--- src/rtl/bin_to_gray_counter.sv ---
// Up/down binary counter with a registered Gray-code view of the same count.
// The binary and Gray registers load on the same edge from one next-state
// value, so the two outputs never disagree. A one-cycle wrap pulse marks
// all-ones -> zero (counting up) and zero -> all-ones (counting down).
// A synchronous load overrides counting and never produces a wrap pulse.
//
// Control handshake: there is no valid/ready pair. The counter acts on
// every rising edge. load and en are sampled on that edge, and the result
// appears on binary/gray/wrap after the edge, which is one clock of latency.
module bin_to_gray_counter #(
    parameter int WIDTH = 4
) (
    input  logic             clk,
    input  logic             rst,
    input  logic             en,
    input  logic             up,
    input  logic             load,
    input  logic [WIDTH-1:0] load_bin,
    output logic [WIDTH-1:0] binary,
    output logic [WIDTH-1:0] gray,
    output logic             wrap
);

    localparam logic [WIDTH-1:0] ALL_ONES = {WIDTH{1'b1}};
    localparam logic [WIDTH-1:0] ZERO     = '0;
    localparam logic [WIDTH-1:0] ONE      = {{(WIDTH-1){1'b0}}, 1'b1};

    logic [WIDTH-1:0] bin_q;
    logic [WIDTH-1:0] bin_d;
    logic [WIDTH-1:0] gray_q;
    logic [WIDTH-1:0] gray_d;
    logic             wrap_q;
    logic             wrap_d;
    logic             at_max;
    logic             at_min;

    assign at_max = (bin_q == ALL_ONES);
    assign at_min = (bin_q == ZERO);

    // Next binary value: load wins over stepping, and stepping wins over hold.
    always_comb begin
        bin_d = bin_q;
        if (load) begin
            bin_d = load_bin;
        end else if (en) begin
            if (up) begin
                bin_d = bin_q + ONE;
            end else begin
                bin_d = bin_q - ONE;
            end
        end
    end

    // Wrap fires only for an enabled step that crosses the end of the range.
    always_comb begin
        wrap_d = 1'b0;
        if (!load && en) begin
            wrap_d = up ? at_max : at_min;
        end
    end

    // The Gray code comes from the next binary value, so it lands with bin_q.
    always_comb begin
        gray_d = bin_d ^ (bin_d >> 1);
    end

    // State registers. Reset clears everything at once, including a live wrap pulse.
    always_ff @(posedge clk or posedge rst) begin
        if (rst) begin
            bin_q  <= '0;
            gray_q <= '0;
            wrap_q <= 1'b0;
        end else begin
            bin_q  <= bin_d;
            gray_q <= gray_d;
            wrap_q <= wrap_d;
        end
    end

    assign binary = bin_q;
    assign gray   = gray_q;
    assign wrap   = wrap_q;

endmodule

--- config.mk ---
export PLATFORM = sky130hd
export DESIGN_NAME = bin_to_gray_counter
export DESIGN_NICKNAME = d
export VERILOG_FILES = /design/src/rtl/bin_to_gray_counter.sv
export SDC_FILE = /design/constraint.sdc
export NUM_CORES = 1
export LEC_CHECK = 0
export CORE_AREA = 4 4 41 43
export CTS_CLUSTER_DIAMETER = 200
export DETAILED_ROUTE_END_ITERATION = 8
export DIE_AREA = 0 0 45 47
export GPL_TIMING_DRIVEN = 0
export HOLD_SLACK_MARGIN = 0.1
export PLACE_DENSITY_LB_ADDON = 0.08
export SLEW_MARGIN = 20
export SYNTH_ARGS = -nofsm -noshare
export SYNTH_HDL_FRONTEND = slang
export SYNTH_SLANG_ARGS = --single-unit
--- constraint.sdc ---
create_clock -name clk -period 3.6 [get_ports clk]
set_input_delay 0.72 -clock clk [delete_from_list [all_inputs] [get_ports clk]]
set_output_delay 0.72 -clock clk [all_outputs]
set_load 0.02 [all_outputs]
Yosys cells after proc, flatten, opt, wreduce, memory -nomap -nowiden:

Index checks and enable logic that the tools add are counted.

* $add $sub $neg: 2
* equal/unequal tests: 1
* mux-type cells: 5
* bitwise gates (word level): 1
* reductions and logical operators: 3

Operators by type and width (count)
* $mux 4: 3
* $add 4x1->4 const B: 1
* $eq 4x4->1 const B: 1
* $logic_not 4->1: 1
* $sub 4x1->4 const B: 1
* $xor 4x3->4: 1
* $mux 1: 2
* $logic_and 1x1->1: 1
* $logic_not 1->1: 1

* bits in registers: 9
* input port bits: 9
* output and inout port bits: 9
* logic and storage cells: 15

Logic depth before layout (Yosys ltp):

Gate-level depths: netlist (run 1).

* word-level depth: 5
* depth in mapped cells: 6
* mapped depth without buffers: 6

Least setup slack after synthesis (run 1):

No wires, ideal clock.

* path kind: in2reg
* start point: input up
* end point: register gray_q[2], in the netlist gray[2]
* library setup time: 132 ps
* arrival: 1891 ps
* setup slack: 1578 ps
* stages on the path: 6
* path buffers: 0
* cell sequence: inv_1 ha_1 a21oi_1 a211oi_1 or3_4 xor2_1

* word-level cells in the longest chain between the ends: 4

RTL lines
* start: declaration: line 16 `input logic up,`
* $mux 4: line 46 `if (up) begin`
* $mux 4: line 45 `end else if (en) begin`
* $mux 4: line 43 `if (load) begin`
* net bin_d[3]: line 29 `logic [WIDTH-1:0] bin_d;`
* $xor 4x3->4: line 64 `gray_d = bin_d ^ (bin_d >> 1);`
* net gray_d[2]: line 31 `logic [WIDTH-1:0] gray_d;`
* end signal: assignment: line 75 `gray_q <= gray_d;`
* end: declaration: line 30 `logic [WIDTH-1:0] gray_q;`

The timed path passes the listed nets, and every way through them passes these cells.

Worst setup path after layout (run 1):

Ends and elaborated chain as after synthesis.

==> impl_metrics.ini, run 1 <==
[status]
run_status = finished, final reports clean

[routing]
route.detailed.wl_per_inst_um = 11.3
first_pass_iters = 3
first_iter_violations = 5
routed_via_density = 4.70
drc_violations_left = 0
finalWirelength_um = 867
ant_nets = 0
via_count = 362

[global_routing]
grt_pass1_wl_mm = 1.47
global_route.usage.total_pct = 10.1
grt_pass1_vias = 314
grt_antenna_before_repair = 0
grt_max_degree = 10
global_route.overflow_total = 0

[synth]
ys.warnings.count = 0
syn-instance-count = 43
synth_ff_type = sky130_fd_sc_hd__dfrtp_1
mappedNetlistNets = 55
syn_area_sq_um = 455
ys_top_cells_by_count = 8 x sky130_fd_sc_hd__dfrtp_1, 4 x sky130_fd_sc_hd__xnor2_1, 3 x sky130_fd_sc_hd__a21oi_1, 3 x sky130_fd_sc_hd__inv_1, 3 x sky130_fd_sc_hd__nand2_1
ys_async_sr_fraction_pct = 100
yosys_register_bits = 8
yosys.cell_types.count = 21
most_area_consuming_cells_after_synthesis = sky130_fd_sc_hd__dfrtp_1 44%, sky130_fd_sc_hd__xnor2_1 7.7%, sky130_fd_sc_hd__ha_1 5.5%, sky130_fd_sc_hd__fa_1 4.4%, sky130_fd_sc_hd__mux2i_1 4.4%
yosys.area.top_type = sky130_fd_sc_hd__dfrtp_1
synth_most_common_cell = sky130_fd_sc_hd__dfrtp_1
netlist.area_leader.share_pct = 44.0
postSynthAreaPerCell_sq_um = 10.6
ys_seq_area_share_pct = 44.0
number_of_synthesized_flops_with_an_enable_pin = 0

[timing]
rsz0062_at_grt = no
timing.fmax_mhz = 410
finalHoldViolCount = 0
period_needed_ns = 2.44
setup-tns-final_ns = 0
final.setup_skew_ns = 0.00614
count_of_final_setup_violators = 0
timing_max_transition_violations_final = 0
transition_time_at_the_pin_with_the_least_slew_margin_ns = 0.345
worst_case_headroom_to_the_max_slew_limit_pct = 76.8
period_share_pct = 67.7

[clocking]
cts.root.buffer_cell = sky130_fd_sc_hd__clkbuf_4
cts_inserted_buffers = 3
cts.reportedPaths.clkPinSlew_ns = 0.05
clockBufferDepth = 2
tritoncts = yes
htree_levels = 1
cts_resized = 0
cts_hold_repair.buffers = 0
cts_setup_buffers = 0
clock_latency_ns = 0.25
clkSinkCount = 8

[cells_and_area]
area_delta_synth_final_pct = 44.2
num-fill-cells = 124
postLayoutCoreUtil_pct = 50.5
final_net_count = 76
diodes = 0
register_area_sq_um = 200
final_layout_size_suffix_gt1_share_pct = 9.68
multiInputGateArea_sq_um = 229

[setup_path]
critical_path_class = in2reg
worstPathCellList = clkdlybuf4s50_1, inv_1, ha_1, a21oi_1, a211oi_1, or3_4, xor2_1
startpoint_type = input pin
cpLargestDelayFamily = buffers and inverters
cp_num_buf_inv = 2
critical-path-max-stage-delay_ns = 0.52
end_kind = register
crit_required_ns = 3.72
crit_path_top_delay_cell = sky130_fd_sc_hd__clkdlybuf4s50_1
crit_fanout = 4
crit_arrival_ns = 2.56
regToRegSetupSlack_ns = 1.88

[die]
die_y_um = 47
floorplan.core_area_sq_um = 1300
die_width_um = 45
design.die.area_sq_um = 2120
top_level_pins = 18
placement_rows = 13
start_util_pct = 35.0

[power_and_ir_drop]
power.sequential.fraction_pct = 38.5
power.share.switching_pct = 32.6
p_int_mw = 0.214
pwr-share-clk_pct = 20.6
worst_ir_drop_vdd_mv = 0.360
cellPowerDensity_nw_per_um2 = 483
combPwrFrac_pct = 40.9
leakagePower_nw = 0.293
p_switching_mw = 0.103

[job]
max_cap_violations = 0

[placement]
globalplace.congestion = 0.689
numPortBuffers = 16
post-dp-hpwl_um = 723

[min_path]
timing.hold.worst.class = reg2reg
[power groups by stage]
stage          Clock, mW  Combinational (mW)  Sequential (mW)
2_1_floorplan          0              0.0520            0.145
3_3_place_gp           0               0.132            0.124
3_5_place_dp           0               0.131            0.124
4_1_cts           0.0679               0.132            0.123
5_1_grt           0.0766               0.142            0.126
6_report          0.0653               0.130            0.122
[logic make-up (layout without fill, tap and decap cells)]
family	after synthesis	count (layout)	share of synthesized area (%)
compound gates	7	7	9.06
flops	8	8	44.0
buf+inv	5	24	5.77
simple gates	12	12	15.4
xor+xnor	6	6	11.5
mux	2	2	4.40
fa+ha+maj	3	3	9.89
[final cells by class]
class / instances / area share (%)
Tap cell: 15 / 2.86
Clock buffer: 3 / 3.43
Timing Repair Buffer: 16 / 24.4
Inverter: 3 / 1.71
Multi-Input combinational cell: 30 / 34.9
Sequential cell: 8 / 30.5
Buffer: 2 / 2.29
[worst min-delay path, cell delays in order (launching register included)]
cell and delay [ns]:
sky130_fd_sc_hd__dfrtp_1 0.44, sky130_fd_sc_hd__nand3_1 0.10, sky130_fd_sc_hd__a21oi_1 0.06
[final timing paths]
path,start,endpoint,depth (start not counted)
max in group asynchronous,rst,binary[0],2
worst min-delay path,binary[3],wrap,2
worst max-delay path,up,gray[2],7
min in group asynchronous,rst,gray[2],2
worst min register to register,binary[3],wrap,2
worst max register to register,binary[2],gray[2],5
[placed cells by master, fill, tap and decap left out, drive strengths merged]
cell type	netlist	layout
inv	3	3
o21ai	2	2
nand3	2	2
nor4	1	1
nor2	2	2
xnor2	4	4
xor2	2	2
mux2i	2	2
a211oi	1	1
and4b	1	1
dfrtp	8	8
fa	1	1
or3	1	1
and3	1	1
ha	2	2
buf	2	2
clkbuf	0	3
nand2	3	3
clkdlybuf4s50	0	16
a21oi	3	3
a22o	1	1
or2b	1	1
[metal layers]
layer / global-route usage, % / share of wire (%) / wire (um)
met3: 6.90 / 9.6 / 83
met2: 15.5 / 48 / 419
met1: 12.6 / 42 / 364
met5: 0 / 0 / 0
met4: 0 / 0 / 0
[per-stage QoR]
stage	std cells	setup slack [ns]	area, sq um	power [mW]	hold WS, ns
2_1_floorplan	43	1.58	455	0.197	0.536
3_3_place_gp	74	0.918	634	0.255	0.632
3_5_place_dp	74	0.909	634	0.256	0.633
4_1_cts	77	1.16	657	0.323	0.642
5_1_grt	77	0.999	657	0.344	0.693
6_report	77	1.16	657	0.317	0.639
[sequential cells by signal, indices dropped and copies added (netlist names)]
name and count:
binary 4, gray 3, wrap 1
Power figures use the tool's default switching activity.
==> inputs of run 2 (changes only) <==
==> constraint.sdc (replaced) <==
create_clock -name clk -period 2.2 [get_ports clk]
set_input_delay 0.44 -clock clk [delete_from_list [all_inputs] [get_ports clk]]
set_output_delay 0.44 -clock clk [all_outputs]
set_load 0.02 [all_outputs]
==> run 2 against run 1 <==
Count of clock-buffer cells in the layout unchanged. Hold slack worse by 0.21 ns. Sequential power up 65%. Clock power up 64%. Flip-flop and latch count unchanged. Worst setup slack worse by 1.0 ns. Core utilization up 1.5 points. Non-clock buffer count unchanged. Total power up 67%. Via count up 0.55%.
==> impl_metrics.ini, run 2 (synthesis results as in run 1) <==
[clocking]
htree_levels = 1
cts_inserted_buffers = 3
clock_latency_ns = 0.25
cts.reportedPaths.clkPinSlew_ns = 0.05
tritoncts = yes
cts.root.buffer_cell = sky130_fd_sc_hd__clkbuf_4
clockBufferDepth = 2
clkSinkCount = 8
cts_hold_repair.buffers = 0

[timing]
worst_case_headroom_to_the_max_slew_limit_pct = 78.2
final.setup_skew_ns = 0.00614
timing_max_transition_violations_final = 0
timing.fmax_mhz = 487
rsz0062_at_grt = no
finalHoldViolCount = 0
transition_time_at_the_pin_with_the_least_slew_margin_ns = 0.327
period_needed_ns = 2.05
count_of_final_setup_violators = 0
period_share_pct = 93.4

[placement]
placed_cells = 74
globalplace.congestion = 0.689
numPortBuffers = 16
dpl-instance-area_sq_um = 634
post-dp-hpwl_um = 723

[setup_path]
crit_arrival_ns = 2.18
crit_fanout = 4
crit_required_ns = 2.33
critical_path_class = in2reg
end_kind = register
startpoint_type = input pin
worstPathCellList = clkdlybuf4s50_1, inv_2, ha_4, nand3_1, and4b_1, or3_4, xor2_1
crit_path_top_delay_cell = sky130_fd_sc_hd__clkdlybuf4s50_1
critical-path-max-stage-delay_ns = 0.54

[power_and_ir_drop]
leakagePower_nw = 0.293
worst_ir_drop_vdd_mv = 0.594
cellPowerDensity_nw_per_um2 = 785

[global_routing]
grt_max_degree = 10
grt_antenna_before_repair = 0
global_route.overflow_total = 0
global_route.usage.total_pct = 10.1
grt_pass1_wl_mm = 1.47
grt_pass1_vias = 314

[die]
design.die.area_sq_um = 2120
top_level_pins = 18
die_width_um = 45
start_util_pct = 35.0
placement_rows = 13
die_y_um = 47
floorplan.core_area_sq_um = 1300

[cells_and_area]
mostFrequentLayoutCell = sky130_fd_sc_hd__clkdlybuf4s50_1
area_delta_synth_final_pct = 48.6
final_net_count = 76
mostFrequentLayoutCells = 16 x sky130_fd_sc_hd__clkdlybuf4s50_1, 8 x sky130_fd_sc_hd__dfrtp_1, 4 x sky130_fd_sc_hd__xnor2_1, 3 x sky130_fd_sc_hd__nand2_1, 3 x sky130_fd_sc_hd__clkbuf_4
postLayoutCoreUtil_pct = 52.0
layout.cells.non_filler = 77
largest_register_ffs = 4
final_non_filler_cell_area_sq_um = 677
final_layout_size_suffix_gt1_share_pct = 16.1
diodes = 0

[job]
max_cap_violations = 0

[routing]
routed_via_density = 4.73
drc_violations_left = 0
finalWirelength_um = 882
ant_nets = 0
first_iter_violations = 5
via_count = 364
first_pass_iters = 3
route.detailed.wl_per_inst_um = 11.5

[status]
run_status = finished, final reports clean

[min_path]
timing.hold.worst.class = in2async
## run 2: cell counts in the layout (fill, tap and decap cells not counted)
Identical to the previous run, type by type.
## run 2: power breakdown
part           switching, mW  internal [mW]  leakage [nW]
clock                 0.0447         0.0621        0.0138
combinational          0.105          0.119         0.182
sequential            0.0249          0.176        0.0972
total                  0.174          0.357         0.293
## run 2: area by class of cell
cell class | instances | area [sq um]
Fill cell | 123 | 624
Multi-Input combinational cell | 30 | 249
Sequential cell | 8 | 200
Timing Repair Buffer | 16 | 160
Clock buffer | 3 | 22.5
Tap cell | 15 | 18.8
Buffer | 2 | 15.0
Inverter | 3 | 11.3
## run 2: through the flow
stage	power [mW]	TNS (ns)	hold WS, ns	setup WS, ns
final	0.531	0	0.427	0.145
after global placement	0.418	-0.506	0.632	-0.202
after floorplan	0.322	0	0.256	0.458
after detailed placement	0.418	-0.546	0.633	-0.211
after CTS	0.528	0	0.435	0.0431
after global routing	0.575	0	0.440	0.0419
## run 2: worst max-delay path: cells and delay by family
kind / cells / cell delay (ns)
XOR/XNOR: 1 / 0.14
AND/OR/NAND/NOR: 3 / 0.66
buffers and inverters: 2 / 0.64
adder cells (fa/ha/maj): 1 / 0.29
## run 2: final timing paths
kind / endpoint / startpoint / depth (start not counted) / slack, ns
worst max-delay path: gray[2] / up / 7 / 0.15
worst max register to register: gray[2] / binary[2] / 5 / 0.51
worst min register to register: wrap / binary[3] / 2 / 0.64
worst min-delay path: gray[2] / rst / 2 / 0.43
min in group clk: binary[2] / load / 2 / 0.48
max in group asynchronous: binary[0] / rst / 2 / 1.54
## run 2: repair_timing
| item | in CTS | in global routing |
|---|---|---|
| setup endpoints to repair | 0 | 1 |
| hold endpoints to repair | 0 | 0 |
| setup buffers | 0 | 0 |
| resized for setup | 0 | 4 |
## run 2: layer usage
layer / track usage (%) / routed length (um)
met5: 0 / 0
met3: 6.90 / 83
met1: 12.6 / 361
met4: 0 / 0
met2: 15.5 / 438
==> inputs of run 3 (changes only) <==
--- a/config.mk
+++ b/config.mk
@@ -11,7 +11,7 @@
 export DIE_AREA = 0 0 45 47
 export GPL_TIMING_DRIVEN = 0
 export HOLD_SLACK_MARGIN = 0.1
-export PLACE_DENSITY_LB_ADDON = 0.08
+export PLACE_DENSITY_LB_ADDON = 0.05
 export SLEW_MARGIN = 20
 export SYNTH_ARGS = -nofsm -noshare
 export SYNTH_HDL_FRONTEND = slang
==> constraint.sdc (replaced) <==
create_clock -name clk -period 2.6 [get_ports clk]
set_input_delay 0.52 -clock clk [delete_from_list [all_inputs] [get_ports clk]]
set_output_delay 0.52 -clock clk [all_outputs]
set_load 0.02 [all_outputs]
==> run 3 against run 2 <==
Total power fell by 16%. Flip-flop and latch count is the same. Worst setup slack better by 0.22 ns. Sequential power is 15% lower. First-iteration DRC count is 80% lower. Clock skew fell by 0.0043 ns. Via count rose by 1.6%. Clock power shrank 16%. Critical endpoint unchanged.
==> impl_metrics.ini, run 3 (synthesis results as in run 1) <==
[status]
run_status = finished, final reports clean

[setup_path]
crit_fanout = 4
end_kind = register
cpLargestDelayFamily = buffers and inverters
critical_path_class = in2reg
crit_path_top_delay_cell = sky130_fd_sc_hd__clkdlybuf4s50_1
startpoint_type = input pin
critical-path-max-stage-delay_ns = 0.52
crit_required_ns = 2.72
cp_num_buf_inv = 2
crit_arrival_ns = 2.36
worstPathCellList = clkdlybuf4s50_1, inv_1, ha_1, a21oi_1, a211oi_1, or3_4, xor2_1

[global_routing]
grt_pass1_vias = 380
global_route.overflow_total = 0
global_route.usage.total_pct = 11.0
grt_antenna_before_repair = 0
grt_pass1_wl_mm = 1.62
grt_max_degree = 10

[die]
die_width_um = 45
design.die.area_sq_um = 2120
start_util_pct = 35.0
die_y_um = 47
top_level_pins = 18
placement_rows = 13
floorplan.core_area_sq_um = 1300

[cells_and_area]
mostFrequentLayoutCells = 16 x sky130_fd_sc_hd__clkdlybuf4s50_1, 8 x sky130_fd_sc_hd__dfrtp_1, 4 x sky130_fd_sc_hd__xnor2_1
diodes = 0
largest_register_ffs = 4
multiInputGateArea_sq_um = 229
mostFrequentLayoutCell = sky130_fd_sc_hd__clkdlybuf4s50_1
final_layout_size_suffix_gt1_share_pct = 9.68
register_area_sq_um = 200
final_net_count = 76
area_delta_synth_final_pct = 44.2
num-fill-cells = 127

[clocking]
cts_inserted_buffers = 3
clockBufferDepth = 2
cts.reportedPaths.clkPinSlew_ns = 0.05
htree_levels = 1
cts_hold_repair.buffers = 0
tritoncts = yes
cts_setup_buffers = 0
cts_resized = 0
cts.root.buffer_cell = sky130_fd_sc_hd__clkbuf_4
clock_latency_ns = 0.25
clkSinkCount = 8

[power_and_ir_drop]
worst_ir_drop_vdd_mv = 0.331
cellPowerDensity_nw_per_um2 = 676
leakagePower_nw = 0.293

[placement]
numPortBuffers = 16
post-dp-hpwl_um = 807
globalplace.congestion = 0.709
dpl_worst_slack_ns = 0.0954

[timing]
timing.fmax_mhz = 447
finalHoldViolCount = 0
worst_case_headroom_to_the_max_slew_limit_pct = 79.4
transition_time_at_the_pin_with_the_least_slew_margin_ns = 0.308
period_needed_ns = 2.24
period_share_pct = 86.1
final.setup_skew_ns = 0.00186
rsz0062_at_grt = no
finalWorstSetupSlack_ns = 0.361
setup-tns-final_ns = 0
count_of_final_setup_violators = 0
timing_max_transition_violations_final = 0

[routing]
first_pass_iters = 2
routed_via_density = 4.81
finalWirelength_um = 995
ant_nets = 0
route.detailed.wl_per_inst_um = 12.9
via_count = 370
first_iter_violations = 1
drc_violations_left = 0

[min_path]
timing.hold.worst.class = in2async

[job]
max_cap_violations = 0
-- run 3: cell counts in the layout (fill, tap and decap cells not counted) --
Identical to the previous run, type by type.
-- run 3: path summary, 6_finish.rpt --
check,start,endpoint,slack (ns),cells past startpoint
setup reg to reg,binary[2],gray[2],0.86,5
max in group asynchronous,rst,binary[1],1.86,2
hold reg to reg,binary[3],wrap,0.64,2
hold / removal,rst,wrap,0.51,2
setup / recovery,up,gray[2],0.36,7
min in group clk,load,binary[0],0.61,2
-- run 3: final cells by class --
| class | instances | share of cell area [%] |
|---|---|---|
| buffer | 2 | 2.29 |
| sequential | 8 | 30.5 |
| inverter | 3 | 1.71 |
| tap | 15 | 2.86 |
| timing repair buffer | 16 | 24.4 |
| clock buffer | 3 | 3.43 |
| multi-input combinational | 30 | 34.9 |
-- run 3: power breakdown --
group	switching [mW]	leakage, nW	internal, mW	total (mW)
combinational	0.0890	0.182	0.0949	0.184
sequential	0.0210	0.0972	0.149	0.170
clock	0.0372	0.0138	0.0525	0.0896
-- run 3: through the flow --
step | power (mW) | utilization (%) | hold slack, ns | std cells | cell area [sq um]
floorplan | 0.272 | - | 0.336 | 43 | 455
global placement | 0.351 | 48.8 | 0.627 | 74 | 634
detailed placement | 0.358 | 48.8 | 0.635 | 74 | 634
CTS | 0.453 | 50.5 | 0.517 | 77 | 657
global route | 0.472 | 50.5 | 0.551 | 77 | 657
finish | 0.444 | 50.5 | 0.514 | 77 | 657
-- run 3: layer usage --
layer  vias to the layer above  global-route usage (%)  wire, um
li1                        187                       -         -
met1                       170                    11.8       408
met2                        13                    19.5       506
met3                         0                    5.75        79
met4                         0                    1.75         0
met5                         -                       0         0
-- run 3: worst register-to-register path, delay by kind of cell, from the launching register on --
family	cells	cell delay, ns
AO/OA/AOI/OAI	2	0.29
XOR/XNOR	1	0.15
adder cells (fa/ha/maj)	1	0.34
flip-flops	1	0.43
AND/OR/NAND/NOR	1	0.40
==> patch, RTL diff (config.mk and constraints of run 2) <==
`WIDTH`: 4 -> 3.
--- a/src/rtl/bin_to_gray_counter.sv
+++ b/src/rtl/bin_to_gray_counter.sv
@@ -8,7 +8,7 @@
 // every rising edge. load and en are sampled on that edge, and the result
 // appears on binary/gray/wrap after the edge, which is one clock of latency.
 module bin_to_gray_counter #(
-    parameter int WIDTH = 4
+    parameter int WIDTH = 3
 ) (
     input  logic             clk,
     input  logic             rst,
Interface: changed (resized binary, gray and load_bin); port bits go from 18 to 15. No check against the original RTL was run, so the function may have changed too.
==> patch against run 2 <==
Sequential cell count is 2 lower. Final area fell by 27%. Routed wire length down 27%. Worst setup slack lost 0.0039 ns. Total power decreased by 26%. Cell count is 21% lower. Utilization down 14 points. Synthesized area shrank 32%. Largest cell class is now sequential cells. Highest routed layer is now met4.
==> patch: results (changes against run 2) <==
• outcome: completed
• share of flip-flops with an asynchronous set or reset after synthesis: 1.00, unchanged
• max_slew headroom: 0.779, -0.00299
• peak ir drop on the vdd network: 0.453 mV, -24%
• total via count after detailed routing: 261, -28%
• Syn Area/Cell: 10.7 um^2, +1.4%
• min-delay worst type: in -> async
• gp weighted congestion: 0.753, +9.3%
• Largest register FFs: 3, -1
• pin count of the biggest net entering global routing: 9, -1
• Critical Path End: gray[1]$_DFF_PP0_
• vias per cell: 4.28, -9.5%
• Leakage: 0.213 nW, -28%
• first-pass GRT wire length: 1010 um, -31%
• top cells by area in the synthesized netlist: dfrtp_1 (48%), xnor2_1 (8.4%), fa_1 (6.4%), inv_1 (3.6%), a21oi_1 (3.2%)
• total global routing track utilization: 0.0758, -0.0255
• proportion of layout cells with a drive suffix above 1: 0.109, -0.0526
• Cell Count Post-Placement: 58, -22%
• I/O Buffers: 14, -2
• sequential cell area fraction in the yosys report: 0.482, +0.0424
• most used standard cells in the synthesized netlist: dfrtp_1 (6), inv_1 (3), xnor2_1 (3), a21oi_1 (2), nor2_1 (2)
• Reg2Reg Launch Point: binary[0]$_DFF_PP0_
• overall routed net length: 644 um, -27%
• Final Skew: 0.00347 ns, -0.00267 ns
• Initial DRC Count: 3, -2
• commonest register cell after synthesis: dfrtp_1
• clock root buffer: clkbuf_4
• library cells used by synthesis: 18, -14%
• Worst R2R Setup Slack: 0.53 ns, +0.02 ns
• vias in the first global route: 251, -20%
• nets in the synthesized netlist: 38, -31%
• Total Nets Final: 57, -25%
## patch: power breakdown
| part | total, W | leakage [nW] | switching [W] | internal (W) |
|---|---|---|---|---|
| clock | 0.0000970 | 0.0138 | 0.0000356 | 0.0000614 |
| combinational | 0.000148 | 0.126 | 0.0000691 | 0.0000790 |
| sequential | 0.000148 | 0.0732 | 0.0000166 | 0.000131 |
## patch: cell type report
type | instances | area [um^2]
Tap cell | 15 | 18.8
Sequential cell | 6 | 150
Clock buffer | 3 | 22.5
Timing Repair Buffer | 14 | 140
Inverter | 3 | 11.3
Multi-Input combinational cell | 19 | 143
Fill cell | 141 | 808
Buffer | 1 | 7.51
## patch: worst min path at each step
| stage | from | endpoint | slack (ns) | cells after the start |
|---|---|---|---|---|
| after global placement | binary[0]$_DFF_PP0_ | wrap$_DFF_PP0_ | 0.63 | 2 |
| final | rst | wrap$_DFF_PP0_ | 0.41 | 2 |
| after floorplan | rst | binary[0]$_DFF_PP0_ | 0.23 | 1 |
| after detailed placement | binary[1]$_DFF_PP0_ | wrap$_DFF_PP0_ | 0.64 | 2 |
| after global routing | rst | binary[1]$_DFF_PP0_ | 0.43 | 2 |
| after CTS | rst | gray[1]$_DFF_PP0_ | 0.41 | 2 |
## patch: cells by family after synthesis
group | count (synthesis) | share of synthesized area
and+or+nand+nor | 9 | 0.177
DFF | 6 | 0.482
AOI/OAI and AO/OA | 4 | 0.0723
xor gates and xnor gates | 4 | 0.112
buffers and inverters | 4 | 0.0602
muxes | 1 | 0.0321
adders and majority gates | 1 | 0.0643
## patch: metal layers
metal,track usage,share of wire
met4,0.0351,0.0062
met2,0.0989,0.44
met1,0.0796,0.41
met5,0,0
met3,0.0766,0.14
## patch: through the flow
step / TNS, ns / util / setup WS (ns) / total power (W) / area, um^2
after floorplan: 0 / - / 0.512 / 0.000226 / 312
after detailed placement: -0.190 / 0.362 / -0.113 / 0.000300 / 470
after global routing: 0 / 0.379 / 0.0809 / 0.000420 / 493
after global placement: -0.136 / 0.362 / -0.0896 / 0.000297 / 470
final: 0 / 0.379 / 0.141 / 0.000393 / 493
after CTS: 0 / 0.379 / 0.136 / 0.000403 / 493
## patch: critical path: cells and delay by family
family / cells / cell delay (ns)
simple gates: 2 / 0.46
buf+inv: 2 / 0.61
fa+ha+maj: 1 / 0.44
xor+xnor: 2 / 0.23
